==> src/rtl/scalar_issue_sched_if.sv <==
// IQ0 -> issue scheduler instruction handshake.
// Valid/ready: an instruction transfers on any cycle where in_valid and in_ready
// are both high at the rising clk edge. While in_valid is high and the transfer
// has not happened, the producer holds in_instr stable. in_ready is computed
// combinationally from in_instr (hazard check), so the producer must not make
// in_valid depend on in_ready.
interface scalar_issue_sched_if;
   logic        in_valid;
   logic [31:0] in_instr;
   logic        in_ready;

   modport master (output in_valid, output in_instr, input in_ready);
   modport slave  (input in_valid, input in_instr, output in_ready);
endinterface

==> src/rtl/scalar_issue_sched.sv <==
// Issue scheduler: feeds one instruction or NOP per cycle to the scalar core,
// stalls on RAW hazards the single WB->EX forwarding path cannot cover, and
// sequences core start-up and pipeline drain.
module scalar_issue_sched #(
   parameter logic [31:0] NOP_INSTR = 32'h0000_0000,
   parameter int          RD_LSB    = 20,
   parameter int          RS1_LSB   = 16,
   parameter int          RS2_LSB   = 12,
   parameter int          MAX_AGE   = 2,
   parameter int          DRAIN_CYC = 3
) (
   input  logic                 clk,
   input  logic                 rst,
   input  logic                 enable,
   scalar_issue_sched_if.slave  iq,
   output logic [31:0]          issue_instr,
   output logic                 issue_bubble,
   output logic                 drained,
   output logic [15:0]          bubble_cnt,
   output logic [1:0]           dbg_state
);

   typedef enum logic [1:0] {
      ST_IDLE  = 2'd0,
      ST_RUN   = 2'd1,
      ST_DRAIN = 2'd2
   } state_e;

   // One issued slot: does it write a register, and which one.
   typedef struct packed {
      logic       wr;
      logic [3:0] rd;
   } hist_t;

   localparam int CW = (DRAIN_CYC > 2) ? $clog2(DRAIN_CYC) : 1;

   state_e         state_q, state_d;
   hist_t          h1_q, h1_d, h2_q, h2_d, h3_q, h3_d;
   logic [CW-1:0]  drain_cnt_q, drain_cnt_d;
   logic [31:0]    issue_instr_q, issue_instr_d;
   logic           issue_bubble_q, issue_bubble_d;
   logic           drained_q, drained_d;
   logic [15:0]    bubble_cnt_q, bubble_cnt_d;

   logic [3:0] rd, rs1, rs2;
   logic       hit2, hit3, hazard, in_ready;

   assign rd  = iq.in_instr[RD_LSB  +: 4];
   assign rs1 = iq.in_instr[RS1_LSB +: 4];
   assign rs2 = iq.in_instr[RS2_LSB +: 4];

   // Producers at distance 2 (and 3 without regfile write-through) are out of
   // forwarding reach; distance 1 is forwarded WB->EX. S0 is never a dependency.
   assign hit2 = h2_q.wr && (h2_q.rd != 4'd0) && ((rs1 == h2_q.rd) || (rs2 == h2_q.rd));
   assign hit3 = h3_q.wr && (h3_q.rd != 4'd0) && ((rs1 == h3_q.rd) || (rs2 == h3_q.rd));
   assign hazard = hit2 || ((MAX_AGE == 3) && hit3);

   assign in_ready    = (state_q == ST_RUN) && enable && !hazard;
   assign iq.in_ready = in_ready;

   // Next-state, issue slot, history shift and bubble counting.
   always_comb begin
      state_d        = state_q;
      drain_cnt_d    = drain_cnt_q;
      issue_instr_d  = NOP_INSTR;
      issue_bubble_d = 1'b0;
      bubble_cnt_d   = bubble_cnt_q;
      h1_d           = '0;
      h2_d           = h1_q;
      h3_d           = h2_q;
      case (state_q)
         ST_IDLE: begin
            if (enable) state_d = ST_RUN;
         end
         ST_RUN: begin
            if (!enable) begin
               state_d     = ST_DRAIN;
               drain_cnt_d = CW'(DRAIN_CYC - 1);
            end else if (iq.in_valid) begin
               if (hazard) begin
                  issue_bubble_d = 1'b1;
                  if (bubble_cnt_q != 16'hFFFF) bubble_cnt_d = bubble_cnt_q + 16'd1;
               end else begin
                  issue_instr_d = iq.in_instr;
                  h1_d.wr       = (iq.in_instr != NOP_INSTR);
                  h1_d.rd       = rd;
               end
            end
         end
         ST_DRAIN: begin
            if (drain_cnt_q <= CW'(1)) state_d = ST_IDLE;
            if (drain_cnt_q != '0) drain_cnt_d = drain_cnt_q - CW'(1);
         end
         default: state_d = ST_IDLE;
      endcase
      drained_d = (state_d == ST_IDLE);
   end

   // State and registered outputs; reset discards everything in flight.
   always_ff @(posedge clk) begin
      if (rst) begin
         state_q        <= ST_IDLE;
         h1_q           <= '0;
         h2_q           <= '0;
         h3_q           <= '0;
         drain_cnt_q    <= '0;
         issue_instr_q  <= NOP_INSTR;
         issue_bubble_q <= 1'b0;
         drained_q      <= 1'b1;
         bubble_cnt_q   <= 16'd0;
      end else begin
         state_q        <= state_d;
         h1_q           <= h1_d;
         h2_q           <= h2_d;
         h3_q           <= h3_d;
         drain_cnt_q    <= drain_cnt_d;
         issue_instr_q  <= issue_instr_d;
         issue_bubble_q <= issue_bubble_d;
         drained_q      <= drained_d;
         bubble_cnt_q   <= bubble_cnt_d;
      end
   end

   assign issue_instr  = issue_instr_q;
   assign issue_bubble = issue_bubble_q;
   assign drained      = drained_q;
   assign bubble_cnt   = bubble_cnt_q;
   assign dbg_state    = state_q;

endmodule

==> src/flat_wrapper.sv <==
// flat-port wrapper written by rule: the top's interface ports become plain ports
module scalar_issue_sched_flat 
#(
   parameter logic [31:0] NOP_INSTR = 32'h0000_0000,
   parameter int          RD_LSB    = 20,
   parameter int          RS1_LSB   = 16,
   parameter int          RS2_LSB   = 12,
   parameter int          MAX_AGE   = 2,
   parameter int          DRAIN_CYC = 3
)
  (clk, rst, enable, issue_instr, issue_bubble, drained, bubble_cnt, dbg_state, iq_in_valid, iq_in_instr, iq_in_ready);
  scalar_issue_sched_if iq_i ();
  input  logic clk;
  input  logic rst;
  input  logic enable;
  output logic [31:0] issue_instr;
  output logic issue_bubble;
  output logic drained;
  output logic [15:0] bubble_cnt;
  output logic [1:0] dbg_state;
  input wire logic [$bits(iq_i.in_valid)-1:0] iq_in_valid;
  input wire logic [$bits(iq_i.in_instr)-1:0] iq_in_instr;
  output wire logic [$bits(iq_i.in_ready)-1:0] iq_in_ready;
  assign iq_i.in_valid = iq_in_valid;
  assign iq_i.in_instr = iq_in_instr;
  assign iq_in_ready = iq_i.in_ready;
  scalar_issue_sched #(.NOP_INSTR(NOP_INSTR), .RD_LSB(RD_LSB), .RS1_LSB(RS1_LSB), .RS2_LSB(RS2_LSB), .MAX_AGE(MAX_AGE), .DRAIN_CYC(DRAIN_CYC)) u_core (.clk(clk), .rst(rst), .enable(enable), .iq(iq_i), .issue_instr(issue_instr), .issue_bubble(issue_bubble), .drained(drained), .bubble_cnt(bubble_cnt), .dbg_state(dbg_state));
endmodule
==> config.mk <==
export PLATFORM = sky130hd
export DESIGN_NAME = scalar_issue_sched_flat
export DESIGN_NICKNAME = d
export VERILOG_FILES = /design/src/rtl/scalar_issue_sched_if.sv /design/src/rtl/scalar_issue_sched.sv /design/src/flat_wrapper.sv
export SDC_FILE = /design/constraint.sdc
export NUM_CORES = 1
export LEC_CHECK = 0
export CORE_ASPECT_RATIO = 0.75
export CORE_MARGIN = 2
export CORE_UTILIZATION = 39
export DETAILED_ROUTE_END_ITERATION = 6
export GPL_TIMING_DRIVEN = 1
export PLACE_DENSITY = 0.8
export SLEW_MARGIN = 20
export SYNTH_ARGS = -nofsm -noshare
export SYNTH_HDL_FRONTEND = slang
export SYNTH_SLANG_ARGS = --single-unit
==> constraint.sdc <==
create_clock -name clk -period 2.05 [get_ports clk]
set_clock_uncertainty 0.05 [all_clocks]
set_input_delay 0.41 -clock clk [delete_from_list [all_inputs] [get_ports clk]]
set_output_delay 0.41 -clock clk [all_outputs]
set_load 0.1 [all_outputs]
==> results of run 1 <==
==> state kept, by name (all words and copies together) (netlist names) <==
signal and count:
u_core.drain_cnt_q 2, u_core.bubble_cnt 16, u_core.h2_q 5, u_core.issue_bubble 1, u_core.h1_q 4, u_core.drained 1
u_core.issue_instr 29, u_core.dbg_state 2
==> power by group through the flow <==
stage               Sequential (W)  Combinational (W)  Clock [W]
floorplan                  0.00126          0.0000499          0
global placement           0.00119           0.000227          0
detailed placement         0.00119           0.000229          0
CTS                        0.00117           0.000227    0.00116
global route               0.00117           0.000239    0.00123
finish                     0.00117           0.000227    0.00113
==> metal layers <==
metal  wire [um]  vias to the layer above  global-route usage [%]
met2        2740                       70                    28.7
li1            -                     1055                       -
met3         447                       12                    7.24
met5           0                        -                       0
met4          83                        0                    7.03
met1        2460                      958                    22.6
==> placed cells by master (no fill, tap or decap), types with 5 or more instances in the layout <==
cell             count
clkdlybuf4s50_1     27
o31ai_1             11
dlygate4sd2_1        8
buf_4               65
dfxtp_2              7
clkbuf_8            10
nand4_1              6
dfxtp_1             38
and2_1              32
nor2b_1              5
nand2_1              6
nand3_1              7
dfxtp_4             15
nor4_1               8
xnor2_1              6
a21oi_1             16
or4_1               10
==> kinds of logic (layout without fill, tap and decap cells) <==
family	Yosys count	in the layout	share of synthesized area, %
simple gates	102	102	27.7
compound gates	43	43	11.7
flops	60	60	51.9
buf+inv	18	125	4.05
xor+xnor	8	8	3.03
fa+ha+maj	3	3	1.62
==> synth_stat cells, types with 4 or more instances <==
cell,count
dfxtp_1,60
and2_1,32
a21oi_1,20
o31ai_1,11
or4_1,11
nor4_1,8
xnor2_1,8
nand3_1,7
clkbuf_1,6
nand2_1,6
nand4_1,6
nor2b_1,6
buf_4,4
inv_1,4
nor2_1,4
nor3_1,4
o21ai_0,4
==> worst reg2reg max path: stages (launching register included) <==
cell	delay [ns]
dfxtp_2	0.35
xnor2_1	0.19
nand4_1	0.19
a211o_1	0.38
bufbuf_16	0.30
or4_1	0.49
a21oi_1	0.15
==> metrics by stage <==
stage	power [W]	area (sq um)	instances	hold WS [ns]
3_3_place_gp	0.00142	3320	398	0.372
3_5_place_dp	0.00142	3320	398	0.386
2_1_floorplan	0.00131	2420	234	0.364
6_report	0.00252	3680	419	0.393
5_1_grt	0.00263	3680	419	0.408
4_1_cts	0.00255	3630	417	0.403
==> worst max-delay path by stage <==
stage,from,to,slack [ns],depth (start not counted)
2_1_floorplan,u_core.h2_q[2],iq_in_ready,-0.30,3
3_3_place_gp,iq_in_instr[12],u_core.bubble_cnt[11],-0.47,7
3_5_place_dp,iq_in_instr[12],u_core.bubble_cnt[14],-0.50,7
4_1_cts,u_core.h2_q[2],iq_in_ready,-0.18,4
5_1_grt,u_core.h2_q[0],u_core.bubble_cnt[6],-0.22,6
6_report,u_core.h2_q[0],iq_in_ready,-0.13,4
==> cell type report <==
| cell class | instances | area, sq um | area share, % |
|---|---|---|---|
| flip-flops and latches | 60 | 1270 | 34.4 |
| repair buffers | 105 | 953 | 25.9 |
| inverters | 4 | 15.0 | 0.408 |
| clock buffers | 11 | 163 | 4.42 |
| clock inverters | 5 | 55.1 | 1.50 |
| well taps | 78 | 97.6 | 2.65 |
| multi-input cells | 156 | 1130 | 30.7 |
==> what timing repair did <==
item / in CTS / in global routing
cloned: 2 / 0
endpoints found under the setup margin: 16 / 17
pin swaps: 8 / 5
buffers inserted: 1 / 2
gates resized for setup: 16 / 6
==> flow_summary.yaml, run 1 <==
run_status:
  status: "finished with violations"
  violations: "negative setup slack"
setup_path:
  cp_top_family: "compound AO/OA/AOI/OAI gates"
  r2r-start: "u_core.h2_q[0]"
  r2r_cells: 6
  start_kind: "flop"
  path_max_fanout: 3
  path_buf_inv: 1
  worstPathCellList: "o41ai_4 -> a21oi_4 -> nor4bb_4 -> buf_12"
  slowest_stage: "o41ai_4"
  crit_arrival_ns: 1.72
  reg2reg_slack_ns: -0.11
  critPathKind: "flop to primary output"
  cp.required_ns: 1.59
  worst_path_largest_cell_delay_ns: 0.42
  r2r_end: "u_core.bubble_cnt[6]"
  endpoint_kind: "primary output"
sta:
  fin_tns_setup_ns: -0.570
  setup_slack_ns: -0.130
  finalCritPeriodShare_pct: 106
  rsz0062_at_grt: "true"
  fmax_ghz: 0.459
  finalMaxSlewViolations: 0
  worst_pin_slew_ns: 0.393
  max_slew_margin_pct: 73.5
  hold_viol_final: 0
  setup_violations: 8
  fin_crit_ns: 2.18
worst_hold_path:
  hold_path.class: "flop to flop"
  min_from: "u_core.h1_q[4]"
  holdPathStages: 1
  hold_end: "u_core.h2_q[4]"
final_layout:
  finish.utilization_pct: 63.8
  nets: 375
  n_antenna_cell: 0
  area_delta_synth_final_pct: 58.8
  fillers: 499
  drive_gt1_share_pct: 36.7
synth:
  synth_seq_cells: 60
  synth.distinct_cells: 35
  synth_seq_area_share_pct: 51.9
  synth_edf_count: 0
  avgSynthCellArea_sq_um: 9.90
  synth.net_count: 273
  async_flop_share_pct: 0
  syn-cell-area_sq_um: 2320
  ys_warn_count: 0
  yosysTopAreaCell: "dfxtp_1"
  yosys-top-cells-area: "dfxtp_1 (52%), and2_1 (8.6%), a21oi_1 (4.3%)"
  synthCells: 234
  synth_ff_type: "dfxtp_1"
  synth_top_area_share_pct: 51.9
clock_network:
  cts-root-buf: "clkbuf_8"
  clock_sinks: 60
  htree_levels: 3
  ctsHoldBuffers: 0
  cts_tree: "built"
  path_clk_slew_ns: 0.06
  insertion_delay_ns: 0.34
  cts.path.max_buffers: 2
  cts_buffers: 9
power_and_ir_drop:
  p_switching_w: 0.000596
  clkPwrFrac_pct: 44.8
  p_int_w: 0.00193
  peakVddDrop_v: 0.000399
  leakage_nw: 1.46
  powerDensity_nw_per_um2: 686
  seqPwrFrac_pct: 46.2
  pwr-share-comb_pct: 9.0
  p_sw_share_pct: 23.6
grt:
  grt_pass1_wl_um: 9430
  grt_use_total_pct: 18.2
  antenna_found_initial: 0
  grt_pass1_vias: 2027
  grt_max_degree: 34
  overflow: 0
die:
  dieWidth_um: 93.0
  die-area_sq_um: 6580
  io_pins: 89
  start_util_pct: 40.2
  fp.dieH_um: 70.7
  core.rowCount: 24
  core_sq_um: 5770
drt:
  via_count: 2095
  avgRoutedWirePerCell_um: 13.7
  ant_nets: 0
  drc: 0
  firstDrtPassIters: 4
  wl_um: 5730
  drt_iter0_drc: 73
  via_per_inst: 5.00
placed_design:
  dpl.hpwl_um: 4040
  io_buffer_count: 88
  place_ws_ns: -0.503
  place_congestion: 0.788
run:
  maxCapViolCount: 0
No activity file was read; power rests on OpenSTA's default activity.
==> inputs of run 2 (changes only) <==
--- a/config.mk
+++ b/config.mk
@@ -5,9 +5,10 @@
 export SDC_FILE = /design/constraint.sdc
 export NUM_CORES = 1
 export LEC_CHECK = 0
+export ABC_AREA = 1
 export CORE_ASPECT_RATIO = 0.75
 export CORE_MARGIN = 2
-export CORE_UTILIZATION = 39
+export CORE_UTILIZATION = 40
 export DETAILED_ROUTE_END_ITERATION = 6
 export GPL_TIMING_DRIVEN = 1
 export PLACE_DENSITY = 0.8
==> flow_summary.yaml, run 2 <==
die:
  start_util_pct: 42.3
  core.rowCount: 24
  core_sq_um: 5920
  dieWidth_um: 95.4
  io_pins: 89
  die-area_sq_um: 6910
  fp.dieH_um: 72.5
clock_network:
  htree_levels: 3
  insertion_delay_ns: 0.33
  clock_sinks: 60
  cts_buffers: 9
  cts-root-buf: "clkbuf_8"
  cts_tree: "built"
  cts.path.max_buffers: 2
  path_clk_slew_ns: 0.06
final_layout:
  finish.utilization_pct: 63.2
  n_antenna_cell: 0
  nets: 493
  layout_common_cells: "nor2_1 (70), buf_4 (65), nand2_1 (63), inv_1 (54), dfxtp_1 (49)"
  drive_gt1_share_pct: 25.3
  largest_reg_flops: 29
  area_delta_synth_final_pct: 49.4
  layout_commonest_cell: "nor2_1"
  design_area_sq_um: 3740
  fillers: 489
setup_path:
  r2r-start: "u_core.h2_q[2]"
  path_max_fanout: 3
  reg2reg_slack_ns: 0.33
  endpoint_kind: "primary output"
  setup.worst_path.start: "u_core.h2_q[2]"
  cp.required_ns: 1.59
  crit_arrival_ns: 1.50
  r2r_cells: 13
  start_kind: "flop"
  r2r_end: "u_core.bubble_cnt[8]"
  critPathKind: "flop to primary output"
drt:
  avgRoutedWirePerCell_um: 11.6
  drt_iter0_drc: 164
  drc: 0
  wl_um: 6210
  firstDrtPassIters: 4
  via_per_inst: 4.61
  ant_nets: 0
  via_count: 2473
synth:
  synth_ff_type: "dfxtp_1"
  synth.distinct_cells: 28
  syn-cell-area_sq_um: 2500
  avgSynthCellArea_sq_um: 7.24
  synth_commonest_cells: "nor2_1 (73), nand2_1 (63), dfxtp_1 (60)"
  yosysTopAreaCell: "dfxtp_1"
  synth_seq_area_share_pct: 48.0
  synth_top_area_share_pct: 48.0
  async_flop_share_pct: 0
  yosysMostFrequentCell: "nor2_1"
  synth.net_count: 385
  synth_seq_cells: 60
  synth_edf_count: 0
  synthCells: 346
  yosys-top-cells-area: "dfxtp_1 (48%), nor2_1 (11%), nand2_1 (9.4%)"
  ys_warn_count: 0
run:
  maxCapViolCount: 0
sta:
  fmax_ghz: 0.511
  worst_pin_slew_ns: 0.421
  fin_tns_setup_ns: 0
  finalMaxSlewViolations: 0
  setup_violations: 0
  hold_viol_final: 0
  max_slew_margin_pct: 71.7
  fin_crit_ns: 1.96
  whs_ns: 0.352
  rsz0062_at_grt: "false"
  finalCritPeriodShare_pct: 95.4
power_and_ir_drop:
  p_total_w: 0.00260
  powerDensity_nw_per_um2: 696
  leakage_nw: 1.78
  peakVddDrop_v: 0.000546
grt:
  grt_pass1_vias: 2249
  grt_use_total_pct: 19.1
  grt_pass1_wl_um: 9890
  grt_max_degree: 34
  overflow: 0
  antenna_found_initial: 0
placed_design:
  dpl.hpwl_um: 4810
  place_congestion: 0.850
  dpl-instance-area_sq_um: 3510
  io_buffer_count: 88
worst_hold_path:
  hold_path.class: "flop to flop"
  min_from: "u_core.h1_q[4]"
  holdPathStages: 2
  hold_end: "u_core.h2_q[4]"
run_status:
  status: "finished, final reports clean"
[run 2: how the worst max path moves through the flow]
stage | to | slack (ns) | cells after the start
3_3_place_gp | iq_in_ready | -0.12 | 9
2_1_floorplan | u_core.bubble_cnt[7] | 0.002 | 7
5_1_grt | iq_in_ready | 0.0008 | 8
4_1_cts | iq_in_ready | 0.009 | 8
6_report | iq_in_ready | 0.09 | 8
3_5_place_dp | iq_in_ready | -0.16 | 9
[run 2: kinds of logic after synthesis]
family	synth area share, %
AO/OA/AOI/OAI	5.85
XOR/XNOR	1.05
adder cells (fa/ha/maj)	1.50
buffers and inverters	12.3
flip-flops	48.0
AND/OR/NAND/NOR	31.3
[run 2: per-stage QoR]
| step | setup WS [ns] | std cells |
|---|---|---|
| 3_3_place_gp | -0.122 | 519 |
| 2_1_floorplan | 0.00154 | 346 |
| 4_1_cts | 0.00920 | 537 |
| 6_report | 0.0949 | 537 |
| 3_5_place_dp | -0.160 | 519 |
| 5_1_grt | 0.000796 | 537 |
[run 2: repair_timing]
action / CTS / global route
resized for setup: 10 / 3
buffers inserted: 2 / 0
setup endpoints to repair: 1 / 1
hold buffers: 0 / 0
pin swaps: 2 / 1
hold endpoints to repair: 0 / 0
[run 2: per-layer routing]
metal	share of wire (%)	global-route usage (%)	routed length, um	up-vias
li1	-	-	-	1294
met3	5.3	8.10	330	9
met1	46	23.5	2860	1105
met4	1.4	5.31	84	0
met2	47	30.6	2930	65
met5	0	0	0	-
[run 2: critical path, cell delays in order, from the launching register on]
cell	delay (ns)
dfxtp_2	0.35
inv_2	0.05
nand2_1	0.05
nand2_1	0.06
nor2_1	0.11
nand2_1	0.11
a21oi_4	0.20
nor2_4	0.06
buf_12	0.16
[run 2: area by class of cell]
| cell class | instances | area (sq um) | share of cell area, % |
|---|---|---|---|
| Clock inverter | 5 | 75.1 | 2.01 |
| Multi-Input combinational cell | 213 | 1010 | 26.9 |
| Timing Repair Buffer | 107 | 968 | 25.9 |
| Tap cell | 78 | 97.6 | 2.61 |
| Clock buffer | 11 | 141 | 3.78 |
| Inverter | 63 | 236 | 6.32 |
| Sequential cell | 60 | 1210 | 32.5 |
[run 2: report_power, final]
| group | switching, W | internal (W) |
|---|---|---|
| Clock | 0.000445 | 0.000711 |
| Combinational | 0.000154 | 0.000109 |
| Sequential | 0.00000691 | 0.00118 |
| Total | 0.000606 | 0.00200 |
